===== config.mk =====
export PLATFORM = sky130hd
export DESIGN_NAME = dmux8_dispatch
export DESIGN_NICKNAME = d
export VERILOG_FILES = /design/src/rtl/dmux8_dispatch_pkg.sv /design/src/rtl/rr_next8.sv /design/src/rtl/dmux8_dispatch.sv
export SDC_FILE = /design/constraint.sdc
export NUM_CORES = 1
export LEC_CHECK = 0
export ABC_CLOCK_PERIOD_IN_PS = 7300
export CAP_MARGIN = 5
export CORE_MARGIN = 2
export CORE_UTILIZATION = 40
export DETAILED_ROUTE_END_ITERATION = 16
export GPL_TIMING_DRIVEN = 0
export PLACE_DENSITY_LB_ADDON = 0.2
export SYNTH_ARGS = -nofsm -noshare
export SYNTH_HDL_FRONTEND = slang
export SYNTH_SLANG_ARGS = --single-unit

===== constraint.sdc =====
create_clock -name clk -period 7.3 [get_ports clk]
set_clock_uncertainty 0.1 [all_clocks]
set_input_delay 1.46 -clock clk [delete_from_list [all_inputs] [get_ports clk]]
set_output_delay 1.46 -clock clk [all_outputs]
set_load 0.02 [all_outputs]

===== src/rtl/dmux8_dispatch_pkg.sv =====
// dmux8_dispatch_pkg
// Shared constants and types for the 8-way round-robin dispatcher.
//   NCHAN  - number of consumer channels
//   SEL_W  - width of the channel select / pointer
//   SKIP_W - width of the saturating retarget counter
//   state_e - dispatcher buffer state (empty / full)
package dmux8_dispatch_pkg;

    localparam int NCHAN  = 8;
    localparam int SEL_W  = 3;
    localparam int SKIP_W = 16;

    typedef enum logic [0:0] {
        ST_IDLE = 1'b0,
        ST_HOLD = 1'b1
    } state_e;

endpackage


===== src/rtl/rr_next8.sv =====
// rr_next8
// Finds the first set bit of mask strictly after ptr, wrapping 7 -> 0.
// Position ptr itself is examined last, so a lone enabled channel maps to
// itself. With an all-zero mask, next returns ptr unchanged.
//   ptr  [2:0] in  : current pointer
//   mask [7:0] in  : candidate channels
//   next [2:0] out : selected channel
//   any        out : mask has at least one bit set
module rr_next8
    import dmux8_dispatch_pkg::*;
(
    input  logic [SEL_W-1:0] ptr,
    input  logic [NCHAN-1:0] mask,
    output logic [SEL_W-1:0] next,
    output logic             any
);

    logic [SEL_W-1:0] idx;
    logic             found;

    always_comb begin
        next  = ptr;
        found = 1'b0;
        idx   = '0;
        for (int i = 1; i <= NCHAN; i++) begin
            // i == NCHAN wraps back onto ptr itself.
            idx = ptr + SEL_W'(i);
            if (!found && mask[idx]) begin
                next  = idx;
                found = 1'b1;
            end
        end
    end

    assign any = |mask;

endmodule


===== src/rtl/dmux8_dispatch.sv =====
// dmux8_dispatch
// Round-robin dispatcher with a one-entry buffer feeding an 8-way demux.
// Words arrive over a valid/ready handshake and are steered to channels in
// rotating order; disabled channels are skipped and a channel stalled for
// MAX_WAIT consecutive cycles is bypassed.
//   clk, rst_n         : clock, async active-low reset
//   in_valid/in_ready  : producer handshake, in_data the offered word
//   chan_en   [7:0]    : per-channel enable mask
//   out_ready [7:0]    : per-channel consumer ready
//   out_valid [7:0]    : one-hot (or zero) valid to consumers
//   out_data           : buffered word, shared by all channels
//   out_sel   [2:0]    : current target channel (demux select)
//   skip_cnt  [15:0]   : saturating count of stall retargets
//
// state | meaning
// ------+--------------------------------------------------
// IDLE  | buffer empty, accepting a word, no valid driven
// HOLD  | buffer full, offering word to channel ptr
module dmux8_dispatch
    import dmux8_dispatch_pkg::*;
#(
    parameter int DATA_W   = 16,
    parameter int MAX_WAIT = 4
) (
    input  logic              clk,
    input  logic              rst_n,
    input  logic              in_valid,
    output logic              in_ready,
    input  logic [DATA_W-1:0] in_data,
    input  logic [NCHAN-1:0]  chan_en,
    input  logic [NCHAN-1:0]  out_ready,
    output logic [NCHAN-1:0]  out_valid,
    output logic [DATA_W-1:0] out_data,
    output logic [SEL_W-1:0]  out_sel,
    output logic [SKIP_W-1:0] skip_cnt
);

    localparam logic [0:0] S_IDLE = ST_IDLE;
    localparam logic [0:0] S_HOLD = ST_HOLD;

    // Counter only needs to reach MAX_WAIT-1; the retarget fires on that cycle.
    localparam int WAIT_W = (MAX_WAIT < 2) ? 1 : $clog2(MAX_WAIT);
    localparam logic [WAIT_W-1:0] WAIT_LAST = WAIT_W'((MAX_WAIT == 0) ? 0 : MAX_WAIT - 1);

    logic [0:0]        state_q, state_d;
    logic [SEL_W-1:0]  ptr_q,   ptr_d;
    logic [WAIT_W-1:0] wait_q,  wait_d;
    logic [DATA_W-1:0] data_q,  data_d;
    logic [SKIP_W-1:0] skip_q,  skip_d;

    logic [SEL_W-1:0]  ptr_next;
    logic              any_en;
    logic              hold;
    logic              tgt_en;
    logic              fire;

    rr_next8 u_next (
        .ptr  (ptr_q),
        .mask (chan_en),
        .next (ptr_next),
        .any  (any_en)
    );

    assign hold   = (state_q == S_HOLD);
    assign tgt_en = chan_en[ptr_q];
    assign fire   = hold && tgt_en && out_ready[ptr_q];

    assign in_ready  = !hold || fire;
    assign out_valid = (hold && tgt_en) ? (NCHAN'(1) << ptr_q) : '0;
    assign out_data  = data_q;
    assign out_sel   = ptr_q;
    assign skip_cnt  = skip_q;

    always_comb begin
        state_d = state_q;
        ptr_d   = ptr_q;
        wait_d  = wait_q;
        data_d  = data_q;
        skip_d  = skip_q;
        case (state_q)
            S_IDLE: begin
                if (in_valid) begin
                    data_d  = in_data;
                    state_d = S_HOLD;
                end
            end
            S_HOLD: begin
                if (fire) begin
                    ptr_d  = ptr_next;
                    wait_d = '0;
                    if (in_valid) begin
                        data_d = in_data;
                    end else begin
                        state_d = S_IDLE;
                    end
                end else if (!tgt_en) begin
                    // Target disabled: move on without counting a stall.
                    // With no channel enabled ptr_next equals ptr_q.
                    if (any_en) begin
                        ptr_d = ptr_next;
                    end
                    wait_d = '0;
                end else if (MAX_WAIT != 0) begin
                    if (wait_q == WAIT_LAST) begin
                        ptr_d  = ptr_next;
                        wait_d = '0;
                        if (skip_q != '1) begin
                            skip_d = skip_q + 1'b1;
                        end
                    end else begin
                        wait_d = wait_q + 1'b1;
                    end
                end
            end
            default: state_d = S_IDLE;
        endcase
    end

    always_ff @(posedge clk or negedge rst_n) begin
        if (!rst_n) begin
            state_q <= S_IDLE;
            ptr_q   <= '0;
            wait_q  <= '0;
            data_q  <= '0;
            skip_q  <= '0;
        end else begin
            state_q <= state_d;
            ptr_q   <= ptr_d;
            wait_q  <= wait_d;
            data_q  <= data_d;
            skip_q  <= skip_d;
        end
    end

endmodule


Word-level counts from Yosys, hierarchy flattened
Cells that the tools add are included.
{ "totals": {"wordCells": 98, "out_inout_bits": 44, "inputBits": 35, "ff_bits": 38} }
{ "classes": {"shift": 1, "mux": 47, "n_lt_le_gt_ge": 8, "n_eq_ne": 4, "bitwise_logic": 2, "n_reduce_logical": 22, "addsub": 9} }
{ "op_table": {"columns": ["cell", "n"], "rows": [
  ["$mux 3", 12],
  ["$lt 3x4->1 const B", 8],
  ["$mux 16", 2],
  ["$pmux 16 s2", 1],
  ["$bmux 1 s3", 9],
  ["$mux 1", 18],
  ["$add 16x1->16 const B", 1],
  ["$ne 16x16->1 const B", 1],
  ["$add 3x3->3 const B", 4],
  ["$logic_and 1x1->1", 9],
  ["$logic_not 1->1", 8],
  ["$mux 8", 1],
  ["$reduce_or 8->1", 1],
  ["$shl 1x3->8 const A", 1],
  ["$add 3x2->3 const B", 2],
  ["$mux 2", 3],
  ["$reduce_and 5->1", 1],
  ["$add 3x1->3 const B", 1],
  ["$ne 3x3->1 const B", 1],
  ["$reduce_and 3->1", 1],
  ["$reduce_bool 3->1", 1],
  ["$add 2x1->2 const B", 1],
  ["$eq 2x2->1 const B", 1],
  ["$ne 2x1->1 const B", 1],
  ["3 further kinds", 4]
]} }

Logic depth before layout (Yosys ltp)
{ "depth": {"word_depth": 28, "mapped_depth": 12, "mapped_depth_nobuf": 8} }

By module
From an unflattened synthesis, not the netlist that was laid out.
{ "hier_totals": {"hier_cells": 260, "area_unflattened_um2": 2891.5} }
{ "modules_own_cells": {"columns": ["mod", "instances", "seq_area_each_um2", "area_each_um2", "cells_each"], "rows": [
  ["dmux8_dispatch", 1, 950.9, 1886.8, 153],
  ["rr_next8", 1, 0.0, 1004.7, 107]
]} }

Worst setup path after synthesis
No wires, ideal clock.
{ "synth_path": {"path_type": "input to output", "startpoint": "in chan_en[3]", "endpoint": "out out_valid[0]", "slack_ns": 3.246, "n_path_buf": 1, "t_required_ns": 5.740, "cell_stages": 4, "arrival_time_ns": 2.494, "cell_sequence": "clkbuf_1 mux4_2 and3_1 and2_1"} }
{ "synth_via": {"elab_chain_cells": 4} }
{ "synth_lines": {"columns": ["element", "line", "text"], "rows": [
  ["start, declared", "dmux8_dispatch.sv:30", "input logic [NCHAN-1:0] chan_en,"],
  ["$bmux 1 s3", "dmux8_dispatch.sv:65", "assign tgt_en = chan_en[ptr_q];"],
  ["$mux 1 (implied by the code)", "dmux8_dispatch.sv:65", null],
  ["$logic_and 1x1->1", "dmux8_dispatch.sv:69", "assign out_valid = (hold && tgt_en) ? (NCHAN'(1) << ptr_q) : '0;"],
  ["$mux 8", "dmux8_dispatch.sv:69", null],
  ["end, declared", "dmux8_dispatch.sv:32", "output logic [NCHAN-1:0] out_valid,"]
]} }
Every way passes these cells. The select of a mux whose other input is x is not followed.

Worst setup path after layout
{ "layout_path": {"startpoint": "in chan_en[5]", "endpoint": "out out_valid[5]"} }
The elaborated chain is that of the path after synthesis.

==> results.sh <==
export IMPL_max_cap_violations=0
export IMPL_dieArea_mm2=0.00855
export IMPL_dpl_cell_area_mm2=0.00404
export IMPL_netlist_area_leader_share_pct=30.4
export IMPL_hold_ws_ns=0.387
export IMPL_setup_violations=0
export IMPL_hp_class="reg2reg"
export IMPL_hold_path_cell_count=1
export IMPL_power_density_mw_per_mm2=434
export IMPL_synth_flop_cell="dfrtp_1"
export IMPL_finalCriticalPeriod_ns=5.28
export IMPL_grt_overflow_total=0
export IMPL_fin_util_pct=54.2
export IMPL_async_flop_share_pct=100
export IMPL_worst_r2r_endpoint="out_sel[1]$_DFFE_PN0P_"
export IMPL_final_cell_mix="77 x clkdlybuf4s50_1, 38 x dfrtp_1, 26 x mux2_2"
export IMPL_power_total_mw=1.80
export IMPL_portBuffers=78
export IMPL_post_place_cells=458
export IMPL_ys_ff_latch=38
export IMPL_drive_gt1_share_pct=20.4
export IMPL_synthCells=278
export IMPL_fp_dieW_um=92.5
export IMPL_grt_usage_pct=18.7
export IMPL_hold_viol=0
export IMPL_cts_sinks=38
export IMPL_critPathKind="in2out"
export IMPL_sequentialPowerShare_pct=18.2
export IMPL_synth_area_leaders="dfrtp_1 30%, mux4_2 12%, mux2_2 9.3%"
export IMPL_via_count=2606
export IMPL_switchingPower_uw=765
export IMPL_combPwrFrac_pct=71.9
export IMPL_rr_startpoint="out_sel[0]$_DFFE_PN0P_"
export IMPL_syn_nets=323
export IMPL_drc=0
export IMPL_layout_nets=408
export IMPL_yosysTopAreaCell="dfrtp_1"
export IMPL_clkPwrFrac_pct=9.9
export IMPL_clkTransAtPathRegs_ns=0.07
export IMPL_clock_fmax_mhz=189
export IMPL_ant_nets=0
export IMPL_place_ws_ns=2.05
export IMPL_ys_types=54
export IMPL_die_y_um=92.5
export IMPL_grt_pass1_wl_um=12900
export IMPL_cts_htree_levels=2
export IMPL_worst_path_largest_cell_delay_ns=0.61
export IMPL_cts_inserted_buffers=5
export IMPL_final_area_mm2=0.00415
export IMPL_antenna_found_initial=0
export IMPL_rsz0062_at_grt="no"
export IMPL_dpl_hpwl_um=5990
export IMPL_finalWirelength_um=7830
export IMPL_holdPathEnd="wait_q[0]$_DFFE_PN0P_"
export IMPL_syn_area_mm2=0.00313
export IMPL_tightest_slew_ns=0.836
export IMPL_cts_buffer_depth=2
export IMPL_yosysWarnings=0
export IMPL_io_pin_count=79
export IMPL_core_area_mm2=0.00765
export IMPL_slew_headroom_pct=44.3
export IMPL_detail_route_vias_per_cell=5.60
export IMPL_fillCellCount=690
export IMPL_regArea_um2=951
export IMPL_max_vdd_ir_drop_uv=282
export IMPL_post_cts_buffers=0
export IMPL_outcome="complete, no violations"
export IMPL_cp_required_ns=5.74
export IMPL_p_int_mw=1.04
export IMPL_startpoint_type="input pin"
export IMPL_swShare_pct=42.5
export IMPL_grt_pass1_vias=2503
export IMPL_initial_core_util_pct=41.0
export IMPL_final_setup_worst_slack_ns=2.02
export IMPL_drt_pass1_iterations=5
export IMPL_rows=32
export IMPL_fin_cells=465
export IMPL_grt_max_degree=39
export IMPL_ys_seq_area_share_pct=30.4
export IMPL_clk_latency_ns=0.28
export IMPL_leakagePower_nw=1.70
export IMPL_critPathCaptureType="output pin"
export IMPL_antennaDiodeCount=0
export IMPL_synth_edf_count=0
export IMPL_critPathSlowestCell="clkdlybuf4s50_1"
export IMPL_period_share_pct=72.3
export IMPL_areaGrowthSynthToFinish_pct=32.4
export IMPL_reg2regPathDepth=12
export IMPL_slew_viol_final=0
export IMPL_cp_common_cell="clkdlybuf4s50_1"
export IMPL_cp_max_fo=10
export IMPL_cp_cell_sequence="clkdlybuf4s50_1 -> clkbuf_1 -> mux4_2 -> and3_1 -> and2_1 -> clkdlybuf4s50_1"
export IMPL_r2r_setup_slack_ns=3.77
export IMPL_routabilityCongestion=0.984
export IMPL_multi_input_area_mm2=0.00201
export IMPL_cts_tree="yes"
export IMPL_drt_iter0_markers=129
export IMPL_arrival_ns=3.72
export IMPL_postCtsHoldBufs=0
export IMPL_setup_tns_ns=0
export IMPL_cts_root_buf="clkbuf_8"
export IMPL_hold_start="wait_q[0]$_DFFE_PN0P_"
export IMPL_syn_mean_instance_area_um2=11.3
export IMPL_layout_commonest_cell="clkdlybuf4s50_1"
export IMPL_ctsResizeCount=0
export IMPL_post_drt_wl_per_cell_um=16.8
## worst max-delay path by stage
stage,slack (ns),cells past startpoint,start,to
after floorplan,3.25,4,chan_en[3],out_valid[0]
after global placement,2.06,6,chan_en[0],out_valid[2]
after detailed placement,2.05,6,chan_en[4],out_valid[5]
after CTS,2.04,6,chan_en[4],out_valid[5]
after global routing,1.94,6,chan_en[2],out_valid[1]
final,2.02,6,chan_en[5],out_valid[5]
## per-layer routing
| layer | routed length, µm | vias up | GRT usage (%) |
|---|---|---|---|
| li1 | - | 1231 | - |
| met1 | 3470 | 1304 | 25.7 |
| met2 | 3980 | 66 | 31.9 |
| met3 | 321 | 5 | 2.52 |
| met4 | 60 | 0 | 3.48 |
| met5 | 0 | - | 0 |
## power groups by stage
| stage | Clock (mW) | Combinational (mW) | Sequential, mW |
|---|---|---|---|
| floorplan | 0 | 0.865 | 0.398 |
| detailed placement | 0 | 1.29 | 0.333 |
| global placement | 0 | 1.27 | 0.331 |
| finish | 0.179 | 1.29 | 0.328 |
| CTS | 0.185 | 1.29 | 0.329 |
| global route | 0.193 | 1.39 | 0.339 |
## final cells by class
| cell class | count | share of cell area, % |
|---|---|---|
| buffer | 21 | 3.08 |
| clock buffer | 6 | 1.99 |
| clock inverter | 1 | 0.724 |
| inverter | 11 | 1.06 |
| multi-input combinational | 208 | 48.4 |
| sequential | 38 | 22.9 |
| tap | 102 | 3.08 |
| timing repair buffer | 78 | 18.7 |
## synth_stat cells (4+ instances only)
cell / instances
nand2_1: 12
dfrtp_1: 38
and3_1: 5
mux2i_1: 8
and2_1: 8
inv_1: 9
nand2b_1: 11
nor3_1: 10
o221ai_1: 4
nand3_1: 12
mux4_2: 17
mux4_1: 6
clkbuf_1: 10
buf_6: 4
mux2_2: 26
xor2_1: 13
nor4_1: 4
nand4_1: 4
a21oi_1: 10
xnor2_1: 6
ha_1: 10
buf_4: 4
## critical path: cells and delay by family
kind          cells  cell delay [ns]
simple gates      2             0.37
buf+inv           3             1.58
mux               1             0.31
## state kept, by name (all words and copies together) (netlist names)
signal / count
hold: 1
skip_cnt: 16
out_sel: 3
out_data: 16
wait_q: 2
## cells by family (layout without fill, tap and decap cells)
kind of cell / after synthesis / after routing / share of synthesized area (%)
AOI/OAI and AO/OA: 36 / 36 / 8.31
xor gates and xnor gates: 19 / 19 / 5.31
adders and majority gates: 10 / 10 / 4.00
buffers and inverters: 32 / 117 / 5.47
DFF: 38 / 38 / 30.4
muxes: 58 / 58 / 29.9
and+or+nand+nor: 85 / 85 / 16.7
(Power assumes the default switching activity.)
